**config.mk**
```make
export PLATFORM = sky130hd
export DESIGN_NAME = hamming_scrubber
export DESIGN_NICKNAME = d
export VERILOG_FILES = /design/src/rtl/hamming_scrubber.sv
export SDC_FILE = /design/constraint.sdc
export NUM_CORES = 1
export LEC_CHECK = 0
export CAP_MARGIN = 20
export CORE_MARGIN = 2
export CORE_UTILIZATION = 49
export CTS_CLUSTER_DIAMETER = 40
export DETAILED_ROUTE_END_ITERATION = 10
export GPL_TIMING_DRIVEN = 0
export PLACE_DENSITY = 0.75
export SETUP_SLACK_MARGIN = 0.5
export SLEW_MARGIN = 5
export SYNTH_ARGS = -nofsm -noshare
export SYNTH_HDL_FRONTEND = slang
export SYNTH_SLANG_ARGS = --single-unit
```
**constraint.sdc**
```tcl
create_clock -name clk -period 2.2 [get_ports clk]
set_clock_uncertainty 0.15 [all_clocks]
set_input_delay 0.33 -clock clk [delete_from_list [all_inputs] [get_ports clk]]
set_output_delay 0.33 -clock clk [all_outputs]
set_load 0.01 [all_outputs]
```
**src/rtl/hamming_scrubber.sv**
```systemverilog
// hamming_scrubber: periodically freezes a SECDED-protected counter stage,
// samples its stored word, decodes Hamming(21,16)+parity and writes back a
// corrected word when a single-bit error is found.
module hamming_scrubber #(
    parameter int SCRUB_PERIOD = 64,
    parameter int ACK_TIMEOUT  = 16,
    parameter int CNT_W        = 8
) (
    input  logic             clk,
    input  logic             reset,
    input  logic             enable,
    output logic             hold_req,
    input  logic             hold_ack,
    input  logic [15:0]      data_in,
    input  logic [5:0]       chk_in,
    output logic             wr_en,
    output logic [15:0]      data_out,
    output logic [5:0]       chk_out,
    output logic             sec_err,
    output logic             ded_err,
    output logic [4:0]       err_pos,
    output logic [CNT_W-1:0] sec_count,
    output logic [CNT_W-1:0] ded_count,
    input  logic             clr_counts,
    output logic             busy
);

    typedef enum logic [2:0] {
        IDLE, REQ, SAMPLE, DECODE, WRITE, RELEASE
    } state_t;

    // REQ waits ACK_TIMEOUT cycles, so the wait counter runs 0..ACK_TIMEOUT-1
    localparam int               ACK_W      = (ACK_TIMEOUT > 1) ? $clog2(ACK_TIMEOUT) : 1;
    localparam logic [15:0]      TIMER_LAST = 16'(SCRUB_PERIOD - 1);
    localparam logic [ACK_W-1:0] ACK_LAST   = ACK_W'(ACK_TIMEOUT - 1);
    localparam logic [CNT_W-1:0] CNT_MAX    = '1;

    // Data bit index that lands on code position pos (positions 3,5,6,7,9.. in order)
    function automatic int data_index(input int pos);
        int idx;
        idx = 0;
        for (int p = 3; p < pos; p++) begin
            if ((p & (p - 1)) != 0) idx++;
        end
        return idx;
    endfunction

    state_t             state_reg, state_next;
    logic [15:0]        timer_reg, timer_next;
    logic [ACK_W-1:0]   ack_cnt_reg, ack_cnt_next;

    logic [15:0]        samp_data_reg;
    logic [5:0]         samp_chk_reg;
    logic [4:0]         syn_reg;
    logic               par_reg;
    logic [15:0]        data_out_reg;
    logic [5:0]         chk_out_reg;
    logic [4:0]         err_pos_reg;
    logic [CNT_W-1:0]   sec_count_reg;
    logic [CNT_W-1:0]   ded_count_reg;

    logic [21:0]        code_word;
    logic [21:0]        flip_vec;
    logic [21:0]        corr_word;
    logic [15:0]        corr_data;
    logic [5:0]         corr_chk;
    logic [4:0]         syn_calc;
    logic               par_calc;
    logic               single_calc;
    logic               res_single;
    logic               res_double;
    logic               in_write;

    // Position 0 carries the overall parity bit; 1..21 are the Hamming positions.
    assign code_word[0] = samp_chk_reg[5];
    assign corr_chk[5]  = corr_word[0];

    generate
        for (genvar gi = 1; gi < 22; gi++) begin : g_pos
            if ((gi & (gi - 1)) == 0) begin : g_chk
                localparam int CI = $clog2(gi);
                assign code_word[gi] = samp_chk_reg[CI];
                assign corr_chk[CI]  = corr_word[gi];
            end else begin : g_data
                localparam int DI = data_index(gi);
                assign code_word[gi]  = samp_data_reg[DI];
                assign corr_data[DI]  = corr_word[gi];
            end
        end
        // One-hot flip mask selecting the position named by the syndrome
        for (genvar gi = 0; gi < 22; gi++) begin : g_flip
            localparam logic [4:0] POS = 5'(gi);
            assign flip_vec[gi] = single_calc && (syn_calc == POS);
        end
    endgenerate

    assign corr_word = code_word ^ flip_vec;

    // Syndrome is the XOR of the indices of all set positions; parity covers all 22 bits
    always_comb begin
        syn_calc = '0;
        for (int i = 1; i < 22; i++) begin
            if (code_word[i]) syn_calc = syn_calc ^ 5'(i);
        end
        par_calc    = ^code_word;
        single_calc = par_calc && (syn_calc <= 5'd21);
    end

    // Classification of the registered syndrome; p=1 with s>21 counts as uncorrectable
    assign res_single = par_reg && (syn_reg <= 5'd21);
    assign res_double = !res_single && (par_reg || (syn_reg != 5'd0));
    assign in_write   = (state_reg == WRITE);

    // Next-state, idle timer and acknowledge-wait counter
    always_comb begin
        state_next   = state_reg;
        timer_next   = timer_reg;
        ack_cnt_next = ack_cnt_reg;
        case (state_reg)
            IDLE: begin
                ack_cnt_next = '0;
                if (enable) begin
                    if (timer_reg == TIMER_LAST) begin
                        timer_next = '0;
                        state_next = REQ;
                    end else begin
                        timer_next = timer_reg + 16'd1;
                    end
                end
            end
            REQ: begin
                if (hold_ack) begin
                    state_next = SAMPLE;
                end else if (ack_cnt_reg == ACK_LAST) begin
                    state_next = IDLE;
                end else begin
                    ack_cnt_next = ack_cnt_reg + 1'b1;
                end
            end
            SAMPLE:  state_next = DECODE;
            DECODE:  state_next = WRITE;
            WRITE:   state_next = RELEASE;
            RELEASE: if (!hold_ack) state_next = IDLE;
            default: state_next = IDLE;
        endcase
    end

    // State, timer and wait-counter registers
    always_ff @(posedge clk or negedge reset) begin
        if (!reset) begin
            state_reg   <= IDLE;
            timer_reg   <= '0;
            ack_cnt_reg <= '0;
        end else begin
            state_reg   <= state_next;
            timer_reg   <= timer_next;
            ack_cnt_reg <= ack_cnt_next;
        end
    end

    // Sample the frozen word, register the decode, and keep the last corrected word
    always_ff @(posedge clk or negedge reset) begin
        if (!reset) begin
            samp_data_reg <= '0;
            samp_chk_reg  <= '0;
            syn_reg       <= '0;
            par_reg       <= 1'b0;
            data_out_reg  <= '0;
            chk_out_reg   <= '0;
            err_pos_reg   <= '0;
        end else begin
            if (state_reg == SAMPLE) begin
                samp_data_reg <= data_in;
                samp_chk_reg  <= chk_in;
            end
            if (state_reg == DECODE) begin
                syn_reg <= syn_calc;
                par_reg <= par_calc;
                if (single_calc) begin
                    data_out_reg <= corr_data;
                    chk_out_reg  <= corr_chk;
                end
            end
            if (in_write && res_single) err_pos_reg <= syn_reg;
        end
    end

    // Saturating event counters; a clear beats a coincident event
    always_ff @(posedge clk or negedge reset) begin
        if (!reset) begin
            sec_count_reg <= '0;
            ded_count_reg <= '0;
        end else if (clr_counts) begin
            sec_count_reg <= '0;
            ded_count_reg <= '0;
        end else begin
            if (sec_err && (sec_count_reg != CNT_MAX)) sec_count_reg <= sec_count_reg + 1'b1;
            if (ded_err && (ded_count_reg != CNT_MAX)) ded_count_reg <= ded_count_reg + 1'b1;
        end
    end

    assign hold_req  = (state_reg == REQ) || (state_reg == SAMPLE) ||
                       (state_reg == DECODE) || (state_reg == WRITE);
    assign busy      = (state_reg != IDLE);
    assign wr_en     = in_write && res_single;
    assign sec_err   = in_write && res_single;
    assign ded_err   = in_write && res_double;
    assign err_pos   = (in_write && res_single) ? syn_reg : err_pos_reg;
    assign data_out  = data_out_reg;
    assign chk_out   = chk_out_reg;
    assign sec_count = sec_count_reg;
    assign ded_count = ded_count_reg;

endmodule

```
==> results.md <==
- Share of cells above drive strength 1: 50.08%
- Htree depth: 3
- Initial antenna violation count: 0
- Die Footprint: 0.01046 mm^2
- CP peak stage delay: 450 ps
- Chip Height: 102.3 um
- Critical Path RT: 2310 ps
- Sequential area share after synthesis: 49.70%
- GRT overflow: 0
- Global-route wire length before repair: 19930 um
- Final #Nets: 634
- Detailed-router iteration count before antenna repair: 4
- Fraction of registers with async set/reset: 100.0%
- Fin cells: 736
- Post-synth top cells: 94 x dfrtp_1, 57 x xnor2_1, 49 x mux2_2
- Fin Setup TNS: -10310 ps
- Placed Cells: 622
- Final WL: 14130 um
- Yosys top cell area share: 49.70%
- Die Width: 102.3 um
- Slowest cell on the critical path: dfrtp_2
- Clock Sinks: 94
- Syn_nets: 450
- Rel. slew slack: 58.26%
- Top FF cell, synth: dfrtp_1
- Area growth, synth to finish: 62.28%
- Clock Pin Slew Worst Setup and Hold Paths: 120 ps
- Cell Area, Synth: 0.004733 mm^2
- Core area: 0.009328 mm^2
- Failing checks: setup timing
- Setup WS pre-CTS: -576.9 ps
- Clock root cell: clkbuf_8
- Clock period minus final worst setup slack: 2597 ps
- Type of the worst min-delay path: input port to flop
- Initial Util: 50.74%
- Port bufs: 73
- Dpl hpwl: 7071 um
- Vias in the first global route: 4118
- Ys Warns: 0
- Worst-path cell chain: buf_4 -> xnor2_1 -> xnor2_1 -> xnor2_2 -> xnor2_2 -> nand2_1 -> a21oi_2 -> buf_6 -> buf_8 -> mux2_4
- DRT iter0 DRCs: 122
- Antenna Violating Nets Remaining: 0
- Worst Tran Pin Value: 626.1 ps
- RSZ-0062 raised after global routing: true
- Final setup viols: 40
- GRT Util Overall: 24.73%
- Synthesized flop and latch total: 94
- CTS buffer count: 9
- Critical path buffers and inverters: 3
- Vias: 3940
- Fin crit share: 118.1%
- EDFF count, synth: 0
- Synth area leaders: dfrtp_1 50%, mux2_2 12%, xnor2_1 11%
- Num ports: 75
- Crit end category: flop
- Worst setup SP type: flop
- N_diodes: 0
- Wire per inst: 19.20 um
- Largest net degree at the start of global routing: 50
- Top Family by Delay on Critical Path: XOR/XNOR gates
- Max-cap viol count: 0
- Hold Fails Final Rpt: 0
- Post-synth cell types: 47
- Slew Viols, Final: 0
- GPL Wtd Cong: 0.8253
- Worst-path maximum fanout: 5
- Most common cell in the netlist: dfrtp_1
- Fin util: 82.35%
- CTS max path bufs: 2
- Remaining DRCs: 0
- Syn_area_per_cell: 11.30 um^2
- Synthesized instance count: 419
- Vias per cell: 5.353
- Clk_lat worst skew: 390 ps
- Crit Path Class: flop to flop
- Leading area contributor after synthesis: dfrtp_1
- TritonCTS clock tree: built
- Status: complete, but fails checks
- Worst setup margin: -397.2 ps
- Num rows: 35
- Maximum clock frequency: 385.0 MHz
- WP data arrival: 2710 ps
==> stage by stage <==
stage | hold slack (ps) | instance area (um^2)
after floorplan | -115.6 | 4880
after global placement | 308.3 | 5772
after detailed placement | 230.6 | 5797
after CTS | 129.8 | 7077
after global routing | 192.7 | 7681
final | 178.1 | 7681
==> placed cells by master (no fill, tap or decap), types with 3 or more instances in the layout <==
master            n
ha_1              4
nand2_2           5
nand4_1           8
buf_8             5
nand2_1          37
clkbuf_8         11
xnor2_2          22
xor2_1           13
clkdlybuf4s50_1  24
o21ai_1           4
or2_4             3
dfrtp_1          80
nor2_4            5
and3_1            3
xnor2_1          35
nor3_4            5
o21ai_0           5
dlygate4sd2_1    36
buf_6            54
clkbuf_16         4
nor2_1           18
nor3b_2           3
nand3_1           7
o21ai_2           6
nand2b_1          3
a21oi_2           6
nand3_2           4
dfrtp_2          14
a22o_1            5
nor2_2            3
mux2_2            4
nand2_4           3
mux2_4           47
buf_4            51
xor2_2            7
inv_6             3
==> worst reg2reg max path: stages, from the launching register on <==
cell,delay [ps]
dfrtp_2,450
buf_4,160
xnor2_1,270
xnor2_1,230
xnor2_2,190
xnor2_2,160
nand2_1,100
a21oi_2,180
buf_6,170
buf_8,150
mux2_4,310
==> cell families after synthesis <==
kind of cell             synth area share, %
flip-flops                             49.70
multiplexers                           12.56
adder cells (fa/ha/maj)                1.057
XOR/XNOR                               16.42
AND/OR/NAND/NOR                        13.16
AO/OA/AOI/OAI                          5.287
buffers and inverters                  1.824
==> layer usage <==
metal  share of wire [%]  global-route usage [%]  vias to the layer above
met1                  41                   29.76                     2005
met2                  53                   44.08                      102
met5                   0                       0                        -
met3                 3.1                   4.583                       31
li1                    -                       -                     1802
met4                 3.0                   9.436                        0
==> repair_timing <==
action	CTS	global route
gates resized for setup	221	105
gates cloned	4	0
hold buffers	1	0
pin swaps	59	46
hold endpoints to repair	45	0
endpoints found under the setup margin	126	99
setup buffers	68	26
==> path summary, 6_finish.rpt <==
path                                  from          endpoint  slack (ps)  cells past startpoint
max in group asynchronous            reset  samp_data_reg[8]         880                      3
min reg2reg                  timer_reg[15]     timer_reg[15]         350                      1
max reg2reg                samp_chk_reg[1]       data_out[6]        -400                     10
max                        samp_chk_reg[1]       data_out[6]        -400                     10
min in group asynchronous            reset      ded_count[0]         320                      2
min                             clr_counts      ded_count[5]         180                      2
==> area by class of cell <==
cell class	count	area (um^2)
repair buffers	173	1683
plain buffers	13	168.9
clock inverters	6	70.07
well taps	129	161.4
fillers	481	1647
flip-flops and latches	94	2370
multi-input cells	307	3083
clock buffers	9	123.9
inverters	5	21.27
Power is left out: the tool's default activity adds up to more than one toggle a clock period on the data nets, which glitch-free logic cannot reach.
